### src/rtl/water_level_pkg.sv
// Shared level codes and the tank image generator for the water-level matrix scanner.
package water_level_pkg;

    localparam int LEVEL_CRITICAL = 0;
    localparam int LEVEL_LOW      = 1;
    localparam int LEVEL_MID      = 2;
    localparam int LEVEL_HIGH     = 3;

    // Widest column the image function can describe; callers slice [ROWS-1:0].
    localparam int MAX_ROWS = 64;

    // Lit pattern (1 = lit, bit index = row, row 0 on top) for one matrix column.
    function automatic logic [MAX_ROWS-1:0] image_column(input int col, input int fill,
                                                         input int rows, input int cols);
        logic [MAX_ROWS-1:0] img;
        img = '0;
        for (int r = 0; r < MAX_ROWS; r++) begin
            if (r < rows) begin
                if (r == rows - 1)
                    img[r] = 1'b1;
                else if (col == 0 || col == cols - 1)
                    img[r] = 1'b1;
                else if (r >= 1 && r >= rows - 1 - fill)
                    img[r] = 1'b1;
            end
        end
        return img;
    endfunction

endpackage

### src/rtl/water_level_filter.sv
// Debounce of the sampled level code: a new level is shown only after STABLE_CNT equal samples.
module water_level_filter
    import water_level_pkg::*;
#(
    parameter int LEVEL_W    = 2,
    parameter int STABLE_CNT = 3
) (
    input  logic               clock,
    input  logic               reset,
    input  logic [LEVEL_W-1:0] level,
    input  logic               level_valid,
    output logic [LEVEL_W-1:0] level_shown
);

    localparam int CNT_W = $clog2(STABLE_CNT + 1);

    logic [LEVEL_W-1:0] cand;
    logic [LEVEL_W-1:0] cand_nxt;
    logic [CNT_W-1:0]   cnt;
    logic [CNT_W-1:0]   cnt_nxt;

    always_comb begin
        cand_nxt = cand;
        cnt_nxt  = cnt;
        if (level == cand) begin
            if (cnt != CNT_W'(STABLE_CNT))
                cnt_nxt = cnt + 1'b1;
        end else begin
            cand_nxt = level;
            cnt_nxt  = CNT_W'(1);
        end
    end

    always_ff @(posedge clock or posedge reset) begin
        if (reset) begin
            cand        <= '0;
            cnt         <= '0;
            level_shown <= '0;
        end else if (level_valid) begin
            cand <= cand_nxt;
            cnt  <= cnt_nxt;
            if (cnt_nxt == CNT_W'(STABLE_CNT))
                level_shown <= cand_nxt;
        end
    end

endmodule

### src/rtl/water_level_matrix_scanner.sv
// Column-multiplexed LED matrix driver showing a debounced tank fill level.
// Optional critical-level blinking is enabled with `define WATER_LEVEL_MATRIX_BLINK_EN.
module water_level_matrix_scanner
    import water_level_pkg::*;
#(
    parameter int ROWS         = 7,
    parameter int COLS         = 5,
    parameter int LEVEL_W      = 2,
    parameter int FILL_STEP    = 2,
    parameter int STABLE_CNT   = 3,
    parameter int SCAN_DIV     = 1000,
    parameter int BLINK_FRAMES = 50
) (
    input  logic               clock,
    input  logic               reset,
    input  logic [LEVEL_W-1:0] level,
    input  logic               level_valid,
    output logic [COLS-1:0]    col_en,
    output logic [ROWS-1:0]    row_n,
    output logic               frame_start,
    output logic [LEVEL_W-1:0] level_shown
);

    localparam int PW = (SCAN_DIV > 1) ? $clog2(SCAN_DIV) : 1;
    localparam int CW = $clog2(COLS);

    logic [PW-1:0]       presc;
    logic [CW-1:0]       col_idx;
    logic [CW-1:0]       col_nxt;
    logic                tc;
    logic                wrap;
    int                  fill;
    logic [MAX_ROWS-1:0] img_full;
    logic [ROWS-1:0]     img_nxt;
    logic [ROWS-1:0]     row_nxt;
    logic                unused_img_hi;

    water_level_filter #(
        .LEVEL_W    (LEVEL_W),
        .STABLE_CNT (STABLE_CNT)
    ) u_filter (
        .clock       (clock),
        .reset       (reset),
        .level       (level),
        .level_valid (level_valid),
        .level_shown (level_shown)
    );

    assign tc      = (presc == PW'(SCAN_DIV - 1));
    assign wrap    = tc && (col_idx == CW'(COLS - 1));
    assign col_nxt = (col_idx == CW'(COLS - 1)) ? '0 : col_idx + 1'b1;

    // Computed in int so a large level * FILL_STEP can never wrap before clamping.
    always_comb begin
        fill = int'(level_shown) * FILL_STEP;
        if (fill > ROWS - 2)
            fill = ROWS - 2;
    end

    assign img_full      = image_column(int'(col_nxt), fill, ROWS, COLS);
    assign img_nxt       = img_full[ROWS-1:0];
    assign unused_img_hi = ^img_full[MAX_ROWS-1:ROWS];

`ifdef WATER_LEVEL_MATRIX_BLINK_EN
    localparam int FW = (BLINK_FRAMES > 1) ? $clog2(BLINK_FRAMES + 1) : 1;

    logic [FW-1:0] frame_cnt;
    logic [FW-1:0] frame_cnt_nxt;
    logic          blink;
    logic          blink_nxt;

    // Counting on the wrap edge itself lets the toggle blank column 0 of the new frame.
    always_comb begin
        frame_cnt_nxt = frame_cnt;
        blink_nxt     = blink;
        if (level_shown != '0) begin
            frame_cnt_nxt = '0;
            blink_nxt     = 1'b0;
        end else if (wrap) begin
            if (frame_cnt == FW'(BLINK_FRAMES - 1)) begin
                frame_cnt_nxt = '0;
                blink_nxt     = ~blink;
            end else begin
                frame_cnt_nxt = frame_cnt + 1'b1;
            end
        end
    end

    always_ff @(posedge clock or posedge reset) begin
        if (reset) begin
            frame_cnt <= '0;
            blink     <= 1'b0;
        end else begin
            frame_cnt <= frame_cnt_nxt;
            blink     <= blink_nxt;
        end
    end

    assign row_nxt = (level_shown == '0 && blink_nxt) ? '1 : ~img_nxt;
`else
    assign row_nxt = ~img_nxt;
`endif

    always_ff @(posedge clock or posedge reset) begin
        if (reset) begin
            presc       <= '0;
            col_idx     <= '0;
            col_en      <= COLS'(1);
            row_n       <= '1;
            frame_start <= 1'b0;
        end else begin
            frame_start <= wrap;
            if (tc) begin
                presc   <= '0;
                col_idx <= col_nxt;
                col_en  <= {col_en[COLS-2:0], col_en[COLS-1]};
                row_n   <= row_nxt;
            end else begin
                presc <= presc + 1'b1;
            end
        end
    end

endmodule

### config.mk
export PLATFORM = sky130hd
export DESIGN_NAME = water_level_matrix_scanner
export DESIGN_NICKNAME = d
export VERILOG_FILES = /design/src/rtl/water_level_pkg.sv /design/src/rtl/water_level_filter.sv /design/src/rtl/water_level_matrix_scanner.sv
export SDC_FILE = /design/constraint.sdc
export NUM_CORES = 1
export LEC_CHECK = 0
export ABC_AREA = 1
export CAP_MARGIN = 20
export CORE_AREA = 3 3 56 58
export CTS_CLUSTER_DIAMETER = 40
export DETAILED_ROUTE_END_ITERATION = 10
export DIE_AREA = 0 0 59 61
export GPL_TIMING_DRIVEN = 0
export PLACE_DENSITY = 0.89
export SLEW_MARGIN = 20
export SYNTH_ARGS = -nofsm -noshare
export SYNTH_HDL_FRONTEND = slang
export SYNTH_SLANG_ARGS = --single-unit
### constraint.sdc
create_clock -name clock -period 2.5 [get_ports clock]
set_input_delay 0.25 -clock clock [delete_from_list [all_inputs] [get_ports clock]]
set_output_delay 0.25 -clock clock [all_outputs]
set_load 0.01 [all_outputs]
==> load_flow_metrics.sql <==
INSERT INTO impl_metrics (metric_group, metric, value, unit) VALUES
('yosys', 'ys_types', '29', ''),
('routing', 'viasPerCell', '5.04', ''),
('clock_network', 'cts_tree', 'built', ''),
('worst_setup_path', 'reg2reg_setup_slack', '1.07', 'ns'),
('global_route', 'maximum_number_of_pins_on_one_net_before_global_route_repair', '32', ''),
('worst_setup_path', 'timing.rr.end', 'col_en[4]$_DFFE_PP0N_', ''),
('sta', 'finalCritPeriodShare', '0.704', ''),
('yosys', 'synth.yosys.warnings', '0', ''),
('yosys', 'synthDominantCellAreaShare', '0.410', ''),
('clock_network', 'cts_hold_buf', '0', ''),
('yosys', 'post_synthesis_sequential_area_ratio', '0.536', ''),
('worst_setup_path', 'worst-endpoint-required', '2.25', 'ns'),
('routing', 'firstDrtPassIters', '4', ''),
('global_route', 'grt_usage', '0.178', ''),
('finish', 'fin_util', '0.648', ''),
('global_route', 'grt_antenna_before_repair', '0', ''),
('yosys', 'synth.largest_area_cell', 'dfrtp_1', ''),
('sta', 'min_period', '1.76', 'ns'),
('sta', 'maxSlewViolCount', '0', ''),
('yosys', 'yosysMostFrequentCell', 'nand2_1', ''),
('worst_setup_path', 'timing.reg2reg.worst_path_depth', '7', ''),
('routing', 'num_vias', '1174', ''),
('power', 'vdd.ir_drop.worst', '473', 'uV'),
('global_route', 'grt_first_pass_wirelength', '4750', 'um'),
('clock_network', 'cts_root_buffer', 'clkbuf_4', ''),
('worst_setup_path', 'worst_setup_path_endpoint', 'row_n[3]', ''),
('clock_network', 'cts_htree_levels', '2', ''),
('yosys', 'synthesis.instances', '176', ''),
('sta', 'final.setup.tns', '0', 'ns'),
('worst_setup_path', 'critPathArrivalTime', '1.51', 'ns'),
('place', 'dp_hpwl', '2020', 'um'),
('sta', 'achievable-frequency', '568', 'MHz'),
('sta', 'maxSlewHeadroom', '0.585', ''),
('yosys', 'ys_async_sr_fraction', '1.00', ''),
('finish', 'antenna_cells_inserted', '0', ''),
('yosys', 'synth_area_per_cell', '8.32', 'um^2'),
('clock_network', 'clk_transition_reported_paths', '0.10', 'ns'),
('floorplanning', 'pin_count', '20', ''),
('finish', 'postLayoutCellArea', '1760', 'um^2'),
('sta', 'rsz0062_at_grt', 'no', ''),
('clock_network', 'postCtsSetupRepairBufs', '0', ''),
('yosys', 'synthFlopType', 'dfrtp_1', ''),
('clock_network', 'post_cts_resize_count', '0', ''),
('routing', 'postRouteWirelength', '2730', 'um'),
('flow_run', 'max_cap_viol_count', '0', ''),
('floorplanning', 'die-width', '59', 'um'),
('routing', 'drtIter0Drc', '21', ''),
('floorplanning', 'dieArea', '3600', 'um^2'),
('routing', 'drcViolationCount', '0', ''),
('global_route', 'first_global_vias', '1165', ''),
('power', 'total_power_density_per_cell_area', '560', 'nW/um^2'),
('clock_network', 'cts-root-to-sink-buffers', '2', ''),
('sta', 'timing_worst_slew_pin_value', '0.622', 'ns'),
('place', 'place.port_buffers', '18', ''),
('place', 'place.gp.congestion', '0.816', ''),
('yosys', 'netlist_top_cells_area', 'dfrtp_1 (41%), nand2_1 (16%), dfstp_2 (13%)', ''),
('worst_setup_path', 'cp-end-kind', 'output port', ''),
('hold_path', 'hold_class', 'in -> reg', ''),
('clock_network', 'insertion_delay', '0.33', 'ns'),
('yosys', 'ys_seq_elements', '31', ''),
('finish', 'flow.area_growth_from_synthesis', '19.9', '%'),
('yosys', 'syn_area', '1460', 'um^2'),
('sta', 'report.final.setup_viol', '0', ''),
('worst_setup_path', 'cp-start-kind', 'register', ''),
('floorplanning', 'placement_rows', '19', ''),
('floorplanning', 'fp.dieH', '61', 'um'),
('finish', 'layout.nets', '209', ''),
('finish', 'post_route_cells_drive_above_1_share', '0.129', ''),
('run_status', 'status', 'complete, no violations', ''),
('floorplanning', 'initial_core_util', '0.540', ''),
('worst_setup_path', 'r2r-start', 'presc[0]$_DFF_PP0_', '');
-- per-stage QoR --
step	hold WS, ns	std cells	power [mW]	setup WS (ns)
final	0.248	233	0.983	0.740
after global routing	0.291	233	1.02	0.686
after floorplan	0.348	176	0.609	1.25
after detailed placement	0.443	225	0.655	1.05
after CTS	0.249	233	0.994	0.718
after global placement	0.431	225	0.651	0.876
-- how the worst min path moves through the flow --
stage | start | end | slack [ns] | cells past startpoint
2_1_floorplan | reset | col_en[1]$_DFFE_PP0N_ | 0.35 | 1
3_3_place_gp | row_n[6]$_DFFE_PP1N_ | row_n[6]$_DFFE_PP1N_ | 0.43 | 2
3_5_place_dp | row_n[6]$_DFFE_PP1N_ | row_n[6]$_DFFE_PP1N_ | 0.44 | 2
4_1_cts | level_valid | u_filter.cand[1]$_DFFE_PP0P_ | 0.25 | 3
5_1_grt | level_valid | u_filter.cand[1]$_DFFE_PP0P_ | 0.29 | 3
6_report | level_valid | u_filter.cand[1]$_DFFE_PP0P_ | 0.25 | 3
-- layer usage --
metal  share of wire  vias up  track usage
met5               0        -            0
met4           0.027        0        0.110
met3           0.029        9       0.0468
met2            0.50       17        0.300
met1            0.44      548        0.202
li1                -      600            -
-- critical path: stages, from the launching register on --
cell and delay (ns):
dfstp_2 0.56, buf_4 0.10, clkdlybuf4s50_1 0.52
-- sequential cells by signal (all words and copies together), names as in the netlist --
register / cells
col_idx: 3
col_en: 5
frame_start: 1
presc: 10
u_filter.level_shown: 2
u_filter.cand: 2
row_n: 6
u_filter.cnt: 2
-- final cells by class --
type | count | area [um^2]
multi-input cells | 122 | 581
well taps | 31 | 38.8
clock inverters | 1 | 7.51
inverters | 19 | 71.3
fillers | 220 | 955
clock buffers | 7 | 65.1
flip-flops and latches | 31 | 785
repair buffers | 18 | 180
plain buffers | 4 | 27.5
-- cells in the final DEF (no fill, tap or decap), types with 2 or more instances in the layout --
| cell type | count |
|---|---|
| dfstp_2 | 7 |
| clkbuf_4 | 5 |
| xnor2_1 | 3 |
| nor2_1 | 20 |
| nand3b_1 | 2 |
| nand4_1 | 3 |
| o21bai_1 | 2 |
| inv_1 | 16 |
| nand3_1 | 10 |
| a21oi_1 | 5 |
| clkbuf_8 | 2 |
| ha_1 | 3 |
| nand2_1 | 62 |
| dfrtp_1 | 24 |
| clkdlybuf4s50_1 | 18 |
| inv_2 | 2 |
| o21ai_2 | 2 |
-- report_power, final --
part	leakage, nW	internal, mW	switching [mW]
Sequential	0.381	0.522	0.0219
Combinational	0.446	0.0522	0.0483
Clock	0.0375	0.164	0.174
-- cells by family (layout without fill, tap and decap cells) --
family	Yosys count	after routing	synth area share
AO/OA/AOI/OAI	12	12	0.0521
XOR/XNOR	4	4	0.0239
adder cells (fa/ha/maj)	3	3	0.0256
buffers and inverters	23	49	0.0675
flip-flops	31	31	0.536
AND/OR/NAND/NOR	103	103	0.295
(Power assumes the default switching activity.)
